===== config.mk =====
export PLATFORM = sky130hd
export DESIGN_NAME = uart_interface
export DESIGN_NICKNAME = d
export VERILOG_FILES = /design/src/rtl/uart_pkg.sv /design/src/rtl/uart_rx_fifo.sv /design/src/rtl/uart_interface.sv
export SDC_FILE = /design/constraint.sdc
export NUM_CORES = 1
export LEC_CHECK = 0
export ABC_CLOCK_PERIOD_IN_PS = 3100
export BUFFER_PORTS_ARGS = -buffer_cell sky130_fd_sc_hd__buf_2
export CAP_MARGIN = 10
export CORE_MARGIN = 1
export CORE_UTILIZATION = 57
export CTS_CLUSTER_SIZE = 28
export DETAILED_ROUTE_END_ITERATION = 12
export PLACE_DENSITY = 0.8
export REMOVE_ABC_BUFFERS = 1
export SYNTH_ARGS = -nofsm -noshare
export SYNTH_HDL_FRONTEND = slang
export SYNTH_SLANG_ARGS = --single-unit

===== constraint.sdc =====
create_clock -name clock -period 3.1 [get_ports clock]
set_input_delay 0.31 -clock clock [delete_from_list [all_inputs] [get_ports clock]]
set_output_delay 0.31 -clock clock [all_outputs]
set_load 0.01 [all_outputs]

===== src/rtl/uart_pkg.sv =====
`default_nettype none
// ============================================================================
// Package  : uart_pkg
// Purpose  : Shared FSM encodings, status bit positions and FIFO depth.
// Revision : 1.0 - initial release
// ============================================================================
package uart_pkg;

  typedef enum logic [1:0] {
    TX_IDLE  = 2'd0,
    TX_START = 2'd1,
    TX_DATA  = 2'd2,
    TX_STOP  = 2'd3
  } tx_state_t;

  typedef enum logic [1:0] {
    RX_IDLE  = 2'd0,
    RX_START = 2'd1,
    RX_DATA  = 2'd2,
    RX_STOP  = 2'd3
  } rx_state_t;

  localparam int ST_RX_NOT_EMPTY = 0;
  localparam int ST_TX_BUSY      = 1;
  localparam int ST_RX_OVERRUN   = 2;

  localparam int RX_FIFO_DEPTH = 4;

endpackage
`default_nettype wire


===== src/rtl/uart_rx_fifo.sv =====
`default_nettype none
// ============================================================================
// Module   : uart_rx_fifo
// Purpose  : 4-entry byte FIFO; a pop frees the slot for a same-edge push.
// Revision : 1.0 - initial release
// ============================================================================
module uart_rx_fifo
  import uart_pkg::*;
(
  input  logic       clock,
  input  logic       reset,
  input  logic       push,
  input  logic       pop,
  input  logic [7:0] push_data,
  output logic [7:0] head_data,
  output logic       full,
  output logic       empty,
  output logic [2:0] count
);

  localparam logic [2:0] DEPTH = 3'(RX_FIFO_DEPTH);

  logic [7:0] r_mem [RX_FIFO_DEPTH];
  logic [1:0] r_rd_ptr;
  logic [1:0] r_wr_ptr;
  logic [2:0] r_count;
  logic       w_do_pop;
  logic       w_do_push;

  assign empty     = (r_count == 3'd0);
  assign full      = (r_count == DEPTH);
  assign count     = r_count;
  assign head_data = r_mem[r_rd_ptr];
  assign w_do_pop  = pop && !empty;
  assign w_do_push = push && (!full || w_do_pop);

  always_ff @(posedge clock) begin
    if (w_do_push) begin
      r_mem[r_wr_ptr] <= push_data;
    end
  end

  always_ff @(posedge clock) begin
    if (reset) begin
      r_rd_ptr <= 2'd0;
      r_wr_ptr <= 2'd0;
      r_count  <= 3'd0;
    end else begin
      if (w_do_push) r_wr_ptr <= r_wr_ptr + 2'd1;
      if (w_do_pop)  r_rd_ptr <= r_rd_ptr + 2'd1;
      if (w_do_push && !w_do_pop) begin
        r_count <= r_count + 3'd1;
      end else if (w_do_pop && !w_do_push) begin
        r_count <= r_count - 3'd1;
      end
    end
  end

endmodule
`default_nettype wire


===== src/rtl/uart_interface.sv =====
`default_nettype none
// ============================================================================
// Module   : uart_interface
// Purpose  : 8N1 UART with one-byte TX holding register and 4-entry RX FIFO.
// Revision : 1.0 - initial release
// ============================================================================
module uart_interface
  import uart_pkg::*;
#(
  parameter int          CLOCK_HZ = 12500000,
  parameter int          BAUD     = 115200,
  parameter logic [15:0] DIVISOR  = 16'((CLOCK_HZ + BAUD / 2) / BAUD)
) (
  input  logic        clock,
  input  logic        reset,
  input  logic        read,
  input  logic        write,
  input  logic        status_cs,
  input  logic        data_cs,
  input  logic [31:0] data_in,
  output logic [31:0] data_out,
  output logic        data_out_valid,
  input  logic        uartrx,
  output logic        uarttx
);

  localparam logic [15:0] HALF_DIVISOR = DIVISOR >> 1;

  // ---------------- transmitter ----------------
  tx_state_t   r_tx_state, w_tx_state_next;
  logic [15:0] r_tx_cnt, w_tx_cnt_next;
  logic [2:0]  r_tx_bit, w_tx_bit_next;
  logic [7:0]  r_tx_shift, w_tx_shift_next;
  logic        r_uarttx, w_uarttx_next;
  logic        w_tx_busy, w_tx_load, w_tx_tick;

  assign w_tx_busy = (r_tx_state != TX_IDLE);
  assign w_tx_load = write && data_cs && !w_tx_busy;
  assign w_tx_tick = (r_tx_cnt == DIVISOR - 16'd1);
  assign uarttx    = r_uarttx;

  always_ff @(posedge clock) begin
    if (reset) begin
      r_tx_state <= TX_IDLE;
      r_tx_cnt   <= 16'd0;
      r_tx_bit   <= 3'd0;
      r_tx_shift <= 8'd0;
      r_uarttx   <= 1'b1;
    end else begin
      r_tx_state <= w_tx_state_next;
      r_tx_cnt   <= w_tx_cnt_next;
      r_tx_bit   <= w_tx_bit_next;
      r_tx_shift <= w_tx_shift_next;
      r_uarttx   <= w_uarttx_next;
    end
  end

  always_comb begin
    w_tx_state_next = r_tx_state;
    w_tx_cnt_next   = r_tx_cnt + 16'd1;
    w_tx_bit_next   = r_tx_bit;
    w_tx_shift_next = r_tx_shift;
    case (r_tx_state)
      TX_IDLE: begin
        w_tx_cnt_next = 16'd0;
        if (w_tx_load) begin
          w_tx_state_next = TX_START;
          w_tx_shift_next = data_in[7:0];
        end
      end
      TX_START: if (w_tx_tick) begin
        w_tx_state_next = TX_DATA;
        w_tx_cnt_next   = 16'd0;
        w_tx_bit_next   = 3'd0;
      end
      TX_DATA: if (w_tx_tick) begin
        w_tx_cnt_next   = 16'd0;
        w_tx_bit_next   = r_tx_bit + 3'd1;
        w_tx_shift_next = {1'b0, r_tx_shift[7:1]};
        if (r_tx_bit == 3'd7) w_tx_state_next = TX_STOP;
      end
      TX_STOP: if (w_tx_tick) begin
        w_tx_state_next = TX_IDLE;
        w_tx_cnt_next   = 16'd0;
      end
      default: w_tx_state_next = TX_IDLE;
    endcase
  end

  // Line level is decoded from the next state so the pin itself comes from a flop.
  always_comb begin
    w_uarttx_next = 1'b1;
    case (w_tx_state_next)
      TX_START: w_uarttx_next = 1'b0;
      TX_DATA:  w_uarttx_next = w_tx_shift_next[0];
      default:  w_uarttx_next = 1'b1;
    endcase
  end

  // ---------------- receiver ----------------
  logic [1:0]  r_rx_sync;
  rx_state_t   r_rx_state, w_rx_state_next;
  logic [15:0] r_rx_cnt, w_rx_cnt_next;
  logic [2:0]  r_rx_bit, w_rx_bit_next;
  logic [7:0]  r_rx_shift, w_rx_shift_next;
  logic        w_rx_line, w_rx_tick, w_rx_push;

  assign w_rx_line = r_rx_sync[1];
  assign w_rx_tick = (r_rx_cnt == DIVISOR - 16'd1);

  always_ff @(posedge clock) begin
    if (reset) begin
      r_rx_sync  <= 2'b11;
      r_rx_state <= RX_IDLE;
      r_rx_cnt   <= 16'd0;
      r_rx_bit   <= 3'd0;
      r_rx_shift <= 8'd0;
    end else begin
      r_rx_sync  <= {r_rx_sync[0], uartrx};
      r_rx_state <= w_rx_state_next;
      r_rx_cnt   <= w_rx_cnt_next;
      r_rx_bit   <= w_rx_bit_next;
      r_rx_shift <= w_rx_shift_next;
    end
  end

  always_comb begin
    w_rx_state_next = r_rx_state;
    w_rx_cnt_next   = r_rx_cnt + 16'd1;
    w_rx_bit_next   = r_rx_bit;
    w_rx_shift_next = r_rx_shift;
    case (r_rx_state)
      RX_IDLE: begin
        w_rx_cnt_next = 16'd0;
        if (!w_rx_line) w_rx_state_next = RX_START;
      end
      RX_START: if (r_rx_cnt == HALF_DIVISOR - 16'd1) begin
        w_rx_cnt_next   = 16'd0;
        w_rx_bit_next   = 3'd0;
        w_rx_state_next = w_rx_line ? RX_IDLE : RX_DATA;
      end
      RX_DATA: if (w_rx_tick) begin
        w_rx_cnt_next   = 16'd0;
        w_rx_bit_next   = r_rx_bit + 3'd1;
        w_rx_shift_next = {w_rx_line, r_rx_shift[7:1]};
        if (r_rx_bit == 3'd7) w_rx_state_next = RX_STOP;
      end
      RX_STOP: if (w_rx_tick) begin
        w_rx_cnt_next   = 16'd0;
        w_rx_state_next = RX_IDLE;
      end
      default: w_rx_state_next = RX_IDLE;
    endcase
  end

  // A stop sample of 0 is a framing error: the byte is silently discarded.
  always_comb begin
    w_rx_push = (r_rx_state == RX_STOP) && w_rx_tick && w_rx_line;
  end

  // ---------------- FIFO, status and bus ----------------
  logic [7:0] w_fifo_head;
  logic       w_fifo_full, w_fifo_empty;
  logic [2:0] w_fifo_count;
  logic       w_rx_pop_req, w_status_rd, r_rx_overrun;
  logic       w_unused_data;

  assign w_rx_pop_req  = read && data_cs && !status_cs;
  assign w_status_rd   = read && status_cs;
  assign w_unused_data = ^data_in[31:8];

  uart_rx_fifo u_rx_fifo (
    .clock     (clock),
    .reset     (reset),
    .push      (w_rx_push),
    .pop       (w_rx_pop_req),
    .push_data (r_rx_shift),
    .head_data (w_fifo_head),
    .full      (w_fifo_full),
    .empty     (w_fifo_empty),
    .count     (w_fifo_count)
  );

  // A same-edge pop makes room, so a push while full only overruns without one.
  always_ff @(posedge clock) begin
    if (reset) begin
      r_rx_overrun <= 1'b0;
    end else if (w_rx_push && w_fifo_full && !w_rx_pop_req) begin
      r_rx_overrun <= 1'b1;
    end else if (w_status_rd) begin
      r_rx_overrun <= 1'b0;
    end
  end

  assign data_out_valid = read && (status_cs || data_cs);

  always_comb begin
    data_out = 32'd0;
    if (w_status_rd) begin
      data_out[ST_RX_NOT_EMPTY] = (w_fifo_count != 3'd0);
      data_out[ST_TX_BUSY]      = w_tx_busy;
      data_out[ST_RX_OVERRUN]   = r_rx_overrun;
    end else if (w_rx_pop_req && !w_fifo_empty) begin
      data_out[7:0] = w_fifo_head;
    end
  end

endmodule
`default_nettype wire


* Word level (Yosys, flattened, before mapping) *
Memories as Yosys holds them, arrays and structs flattened. A register that Yosys moved wholly into a read port is not among the register bits.
Cells that the tools add are included.

cells by class
  $add $sub $neg = 8
  equality and inequality tests = 22
  multiplexer cells = 39
  reduce and logical (&&, ||, !) cells = 40

operators by type and width
  cell                                                               count
  16-bit 2-to-1 mux                                                  3
  16-bit case mux with 3 select lines                                1
  16-bit by 1-bit adder with 16-bit output (second input constant)   2
  16-bit by 7-bit == test with 1-bit output (second input constant)  2
  16-bit case mux with 2 select lines                                1
  2-bit 2-to-1 mux                                                   13
  8-bit 2-to-1 mux                                                   3
  3-bit 2-to-1 mux                                                   7
  16-bit by 6-bit == test with 1-bit output (second input constant)  1
  2-bit inequality test (second input constant)                      8
  2-bit case mux with 4 select lines                                 2
  8-bit case mux with 2 select lines                                 1
  1-bit logical AND                                                  14
  3-bit case mux with 2 select lines                                 2
  2-bit nonzero test                                                 6
  2-bit == test (second input constant)                              5
  3-bit by 1-bit adder with 3-bit output (second input constant)     3
  3-bit == test (second input constant)                              3
  3-bit AND reduction                                                3
  1-bit logical NOT                                                  7
  2-bit by 1-bit == test with 1-bit output (second input constant)   3
  5-bit 2-to-1 mux                                                   1
  5-bit AND reduction                                                1
  2-bit by 1-bit adder with 2-bit output (second input constant)     2
  10 further kinds                                                   15

storage, ports and cells
  register bits = 69
  bits in writable memories = 32
  input bits = 39
  output and inout port bits = 34
  memories = 1

memories
  name             words  bits a word  rd ports  clocked after Yosys merged registers in  wr ports  RTL line            RTL
  u_rx_fifo.r_mem  4      8            1         1                                        1         uart_rx_fifo.sv:23  logic [7:0] r_mem [RX_FIFO_DEPTH];

* Logic depth before layout (Yosys ltp) *
Gate-level depths: netlist of run 1.

  depth in word-level cells = 9
  mapped depth = 11
  gate-level depth less buffers = 11

* Hierarchy *
From an unflattened synthesis of run 1, not the netlist that was laid out.

unflattened totals
  cell total of the unflattened synthesis = 457
  area, all modules = 4764.6 sq um

modules (own cells, without submodules)
  module          instances  cells each  area an instance (sq um)  seq. area each (sq um)
  uart_interface  1          367         3131.8                    1241.2
  uart_rx_fifo    1          90          1632.8                    1141.1

* Worst setup path before layout of run 1 *
No wires, ideal clock.

  path type = register -> register
  start = reg r_rx_cnt[0]
  end = reg u_rx_fifo.r_count[2], in the netlist u_rx_fifo.count[2]
  setup time = 70 ps
  data arrival time = 2292 ps
  path slack = 737 ps
  cell stages (with the launch flop) = 12
  cell sequence = dfxtp_1 inv_1 ha_1 nand4b_1 a311o_1 nor2_1 ha_1 inv_1 fa_1 xor2_1 or3_1 a21oi_1

between the ends
  longest elaborated chain between the ends = 7

RTL lines
  what                                           RTL line               RTL
  from (decl)                                    uart_interface.sv:103  logic [15:0] r_rx_cnt, w_rx_cnt_next;
  from (signal assigned)                         uart_interface.sv:121  r_rx_cnt <= w_rx_cnt_next;
  16-bit by 7-bit == test with 1-bit output (*)  uart_interface.sv:109  assign w_rx_tick = (r_rx_cnt == DIVISOR - 16'd1);
  1-bit logical AND (*) (2 in a row)             uart_interface.sv:158  w_rx_push = (r_rx_state == RX_STOP) && w_rx_tick && w_rx_line;
  1-bit logical AND (*)                          uart_rx_fifo.sv:35     assign w_do_push = push && (!full || w_do_pop);
  net u_rx_fifo.w_do_push                        uart_rx_fifo.sv:28     logic w_do_push;
  1-bit logical NOT                              uart_rx_fifo.sv:53     end else if (w_do_pop && !w_do_push) begin
  1-bit logical AND                              uart_rx_fifo.sv:53
  2-bit nonzero test (no source line)            n/a
  to (signal assigned)                           uart_rx_fifo.sv:52     r_count <= r_count + 3'd1;
  to (signal assigned)                           uart_rx_fifo.sv:54     r_count <= r_count - 3'd1;
  to (decl)                                      uart_rx_fifo.sv:26     logic [2:0] r_count;

Mark *: on every way through the listed nets, which the timed path passes. The rest lies on a longest branch.
A chain may end at the register's enable or synchronous reset.

* Worst setup path after layout of run 1 *
Ends and elaborated chain as after synthesis.

==> key figures, run 1 <==
Timing
  • Slew @ Worst Pin: around 1200 ps
  • Crit path time final: 2670 ps
  • Setup clock skew after layout: approximately 11 ps
  • Fin. Hold Viols: 0
  • Worst slew margin relative to its limit: 0.231
  • F_max: around 380 MHz
  • RSZ-0062 raised after global routing: false
  • Final Cycle Share: 0.860
  • Slew Viols, Final: 0
  • Post-route setup TNS: 0 ps
  • Final setup violating endpoints: 0

Route
  • Vias: 3459
  • Residual DRC: 0
  • Drt first pass iters: 4
  • WL final: around 8.8 mm
  • Antenna-violating nets left: 0
  • Post-DR wirelength/cell: ~15 um
  • Initial DRC count: 161
  • Vias per inst: between 5 and 6

Clock network
  • Postcts setup bufs: 0
  • Post-cts gate resize count: 0
  • Worst-path clk slew: 100 ps
  • Hold_buf cts: 0
  • Clk_lat worst skew: ~370 ps
  • Cts bufs inserted: 9
  • CTS tree: built
  • CTS Root Cell: clkbuf_8
  • Clk sinks: just over 100
  • Clock buffer depth: 2
  • H-Tree Depth: 3

Worst setup path
  • R2R setup slack: 430 ps
  • Crit-path max cell delay: around 400 ps
  • Worst path cell trace: inv_1, ha_1, nand4b_1, a311o_1, nor2_1, ha_1, inv_1, fa_1, xor2_1, or3_1, a21oi_1
  • CP startpoint kind: flop
  • FF-to-FF Start: r_rx_cnt[0]$_SDFF_PP0_
  • Worst setup EP type: flop
  • Reg2reg end: u_rx_fifo.count[2]$_SDFFE_PP0P_
  • Worst-case reg-to-reg path depth: 11
  • Worst EP required: 3400 ps
  • Worst path buffer plus inverter count: 2
  • Critical Path Start: r_rx_cnt[0]$_SDFF_PP0_
  • CP max stage cell: a311o_1
  • CP Max Fanout: 6
  • CP delay by family, top: adder cells
  • Critical path depth in cells: 11
  • Worst Setup Path Type: reg2reg
  • Critical Path AT: 2960 ps
  • Setup crit end: u_rx_fifo.count[2]$_SDFFE_PP0P_

Synth
  • Post-synth top flop: dfxtp_1
  • Synth Area in XOR/XNOR: 0.0522
  • Cells after Synth: between 400 and 500
  • Adder-Cell Fraction of Synth Area: 0.0401
  • Synth Cell Area: 0.00487 mm2
  • Combinational family with the most area after synthesis: simple AND/OR/NAND/NOR gates
  • Count of cell types in the netlist: 57
  • Simple-Gate Fraction of Synth Area: 0.198
  • Synth Warn #: 0
  • Yosys reg bits: between 100 and 150
  • Compound-cell area share of the yosys netlist: 0.108
  • Avg Cell Area, Syn: ~10 um2
  • Asr flop ratio synth: 0
  • Register area share after synthesis: 0.489
  • Post-synthesis mux area share: 0.0411
  • Number of synthesized flops with an enable pin: 32

Floorplan
  • DIE HEIGHT: roughly 94 um
  • IO Pins: 73
  • Initial core utilization: 0.589
  • Row cnt: 33
  • Die W: roughly 94 um
  • DIE AREA: 0.00891 mm2
  • Core Footprint: around 0.0083 mm2

Placed design
  • RePlAce Congestion: roughly 0.8
  • Port-buffer cells: 24
  • Post-DP HPWL: approximately 6.0 mm

Pwr
  • Cell Pwr Density: 449 mW/mm2
  • VDD IR max: between 0.2 and 0.25 mV
  • Leakage power: approximately 1.8 nW

Final layout
  • Final core utilization: 0.620
  • Diodes inserted: 0
  • Most common cell after layout, fill and taps aside: dfxtp_1
  • P&R area growth vs syn: 5.12%
  • Final Net Count: ~540
  • Ratio of cells with drive above 1 in the final layout: 0.116
  • Most frequent cells in the layout: 71 x dfxtp_1, 32 x edfxtp_1, 30 x nor2_1, 25 x a21oi_1

GRT
  • Vias in the first global route: roughly 3.2k
  • GRT overflow: 0
  • Initial antenna violation count: 0
  • GRT Total Usage: 0.208
  • Largest net degree at the start of global routing: 44
  • First-pass GRT wire length: between 10 and 15 mm

Run status
  • Status: finished, final reports clean

Hold path
  • Hold Path Class: in2reg

Job
  • Max-Cap Viols: 0
[per-stage QoR]
stage	cells	setup WS, ps	cell area (um2)	power, W	hold slack (ps)
floorplan	450	738	4670	0.00147	379
global route	595	256	5120	0.00237	133
detailed placement	579	478	4920	0.00151	413
CTS	595	443	5120	0.00231	128
global placement	579	571	4920	0.00150	410
finish	595	434	5120	0.00230	138
[area by class of cell]
class                      count  area (um2)
clock buffer                   9         124
clock inverter                 7        68.8
fill                         660        3140
inverter                      15        56.3
multi-input combinational    332        2230
sequential                   103        2380
tap                          105         131
timing repair buffer          24         120
[Yosys cell counts (14+ instances only)]
library cell,instances,area [um2]
dfxtp_1,71,1420
edfxtp_1,32,961
nor2_1,30,113
a21oi_1,25,125
buf_4,24,180
nand3_1,22,110
clkbuf_1,21,78.8
nand4_1,20,125
o21ai_0,20,100
nand2_1,19,71.3
xor2_1,18,158
nor3_1,17,85.1
inv_1,15,56.3
and3_1,14,87.6
ha_1,14,175
[logic make-up after synthesis]
group	Yosys count
compound gates	83
xor+xnor	29
fa+ha+maj	15
buf+inv	65
flops	103
mux	10
other cells	1
simple gates	171
[worst min-delay path by stage]
stage	startpoint	endpoint	slack, ps	cells after the start
floorplan	reset	flop	380	1
global placement	r_rx_sync[0]$_SDFF_PP1_	r_rx_sync[1]$_SDFF_PP1_	410	1
detailed placement	r_rx_sync[0]$_SDFF_PP1_	r_rx_sync[1]$_SDFF_PP1_	410	1
CTS	uartrx	r_rx_sync[0]$_SDFF_PP1_	130	2
global route	uartrx	r_rx_sync[0]$_SDFF_PP1_	130	2
finish	uartrx	r_rx_sync[0]$_SDFF_PP1_	140	2
[flip-flops by register name, summed over array words and instances, names as in the netlist, named ones only]
register,flops
u_rx_fifo.r_mem,32
r_rx_cnt,16
r_tx_cnt,16
r_rx_shift,8
r_tx_shift,8
r_rx_bit,3
r_tx_bit,3
u_rx_fifo.count,3
r_rx_sync,2
r_tx_state,2
u_rx_fifo.r_rd_ptr,2
u_rx_fifo.r_wr_ptr,2
r_rx_overrun,1
r_rx_state,1
uarttx,1
[power breakdown]
| part | internal (W) | leakage, nW | switching (W) |
|---|---|---|---|
| registers | 0.00139 | 0.870 | 0.00000960 |
| clock network | 0.000318 | 0.100 | 0.000501 |
| logic | 0.0000243 | 0.794 | 0.0000546 |
| total | 0.00173 | 1.76 | 0.000565 |
[per-layer routing]
layer,up-vias,GRT usage,part of all wire
li1,1726,-,-
met1,1655,0.270,0.48
met2,66,0.339,0.48
met3,12,0.0362,0.033
met4,0,0.0910,0.013
met5,-,0,0
Power figures use the tool's default switching activity.
==> run 2: changes to the inputs <==
Settings changed: BUFFER_PORTS_ARGS -buffer_cell sky130_fd_sc_hd__buf_2 to unset, CORE_UTILIZATION 57 to 63, DONT_BUFFER_PORTS set to 1, PLACE_DENSITY 0.8 to 0.79.
==> run 2 against run 1 <==
Effect of this change: register-to-register slack better by 50 ps; sequential cell count unchanged; cell count fell by 4.5%; via count shrank 0.52%; sequential share of layout area increased by 0.99 points.
==> key figures, run 2 (same netlist as run 1, synthesis figures left out) <==
Worst setup path
  • Worst setup EP type: flop
  • FF-to-FF Start: r_rx_cnt[0]$_SDFF_PP0_
  • Worst path cell trace: inv_1, ha_1, nand4b_1, a311o_1, nor2_1, ha_1, inv_1, fa_1, xor2_1, or3_1, a21oi_1
  • CP max stage cell: a311o_1
  • Worst EP required: between 3000 and 4000 ps
  • Critical Path Start: r_rx_cnt[0]$_SDFF_PP0_
  • Worst Setup Path Type: reg2reg
  • Worst path buffer plus inverter count: 2
  • CP Max Fanout: 6
  • Critical Path AT: ~2900 ps
  • CP delay by family, top: adder cells
  • CP startpoint kind: flop
  • Crit-path max cell delay: around 400 ps

Final layout
  • Area occupied by multi-input gates: about 0.0022 mm2
  • Ratio of cells with drive above 1 in the final layout: 0.0725
  • Largest reg by FF count: u_rx_fifo.r_mem
  • Register area: ~0.0024 mm2
  • Final Net Count: roughly 520
  • Largest registers: u_rx_fifo.r_mem (32), r_rx_cnt (16), r_tx_cnt (16)
  • Most common cell after layout, fill and taps aside: dfxtp_1
  • Number of flip-flops under the largest register name: 32
  • P&R area growth vs syn: 2.93%
  • Diodes inserted: 0
  • Fill cells: around 570
  • Most frequent cells in the layout: 71 x dfxtp_1, 32 x edfxtp_1, 30 x nor2_1, 25 x a21oi_1, 24 x conb_1

GRT
  • Initial antenna violation count: 0
  • Largest net degree at the start of global routing: 28
  • Vias in the first global route: approximately 3.2k
  • First-pass GRT wire length: ~15 mm
  • GRT overflow: 0
  • GRT Total Usage: 0.234

Route
  • Vias: around 3.4k
  • WL final: between 9 and 10 mm
  • Post-DR wirelength/cell: roughly 16 um
  • Vias per inst: about 6.1
  • Residual DRC: 0
  • Drt first pass iters: 5
  • Antenna-violating nets left: 0
  • Initial DRC count: about 200

Timing
  • Fin. Hold Viols: 0
  • Min Hold Slack: about 13 ps
  • RSZ-0062 raised after global routing: false
  • Slew @ Worst Pin: about 1000 ps
  • Post-route setup TNS: 0 ps
  • Setup clock skew after layout: approximately 16 ps
  • F_max: about 380 MHz
  • Final setup violating endpoints: 0
  • Final Cycle Share: 0.845
  • Slew Viols, Final: 0
  • Worst slew margin relative to its limit: 0.303
  • Crit path time final: ~2600 ps

Floorplan
  • Core Footprint: between 0.007 and 0.008 mm2
  • Initial core utilization: 0.660
  • DIE HEIGHT: between 80 and 90 um
  • Die W: ~90 um
  • Row cnt: 31
  • IO Pins: 73
  • DIE AREA: a little over 0.008 mm2

Hold path
  • Worst Min Path Start: reset
  • Hold Path Class: in2reg

Pwr
  • Leakage power: between 1.5 and 2 nW
  • Cell Pwr Density: around 450 mW/mm2
  • VDD IR max: 0.250 mV

Placed design
  • Post-DP HPWL: roughly 6 mm
  • Port-buffer cells: 0
  • RePlAce Congestion: ~0.8

Job
  • Max-Cap Viols: 0

Clock network
  • Clk sinks: approximately 100
  • CTS tree: built
  • Cts bufs inserted: 9
  • Worst-path clk slew: 100 ps
  • H-Tree Depth: 3
  • Clock buffer depth: 2
  • CTS Root Cell: clkbuf_8
  • Clk_lat worst skew: around 370 ps

Run status
  • Status: finished, final reports clean
run 2: power breakdown:
part	switching (W)	total (W)	internal, W
Sequential	0.00000990	0.00140	0.00139
Combinational	0.0000473	0.0000664	0.0000191
Clock	0.000476	0.000783	0.000307
Total	0.000534	0.00225	0.00171
run 2: worst paths after layout:
kind                                endpoint  slack [ps]  cells past startpoint
max          u_rx_fifo.count[2]$_SDFFE_PP0P_         480                     11
min               r_rx_shift[1]$_SDFFE_PP0P_          10                      1
max reg2reg  u_rx_fifo.count[2]$_SDFFE_PP0P_         480                     11
min reg2reg          r_rx_sync[1]$_SDFF_PP1_         430                      1
run 2: per-layer routing:
layer  vias up  share of wire  global-route usage  routed length, um
li1       1684              -                   -                  -
met1      1642           0.45               0.304               4020
met2       102           0.49               0.395               4420
met3        13          0.050              0.0406                455
met4         0          0.015              0.0847                131
met5         -              0                   0                  0
run 2: what timing repair did:
action,4_1_cts,5_1_grt
hold buffers,2,0
hold endpoints to repair,27,0
resized for setup,0,0
buffers inserted,0,0
run 2: metrics by stage:
stage	power, W	setup WS, ps	utilization	area, um2	cells
global route	0.00233	312	0.680	5010	568
CTS	0.00226	487	0.680	5010	568
floorplan	0.00147	738	-	4670	450
global placement	0.00148	588	0.652	4800	550
detailed placement	0.00149	525	0.652	4800	550
finish	0.00225	482	0.680	5010	568
run 2: layout make-up:
type / count / share of cell area
sequential: 103 / 0.476
multi-input combinational: 332 / 0.446
clock buffer: 9 / 0.0247
tap: 99 / 0.0247
clock inverter: 7 / 0.0125
inverter: 15 / 0.0112
timing repair buffer: 3 / 0.00549
run 2: worst register-to-register path, stage by stage (launching register included):
cell	delay, ps
dfxtp_1	370
inv_1	80
ha_1	160
nand4b_1	190
a311o_1	400
nor2_1	120
ha_1	190
inv_1	60
fa_1	370
xor2_1	180
or3_1	310
a21oi_1	130
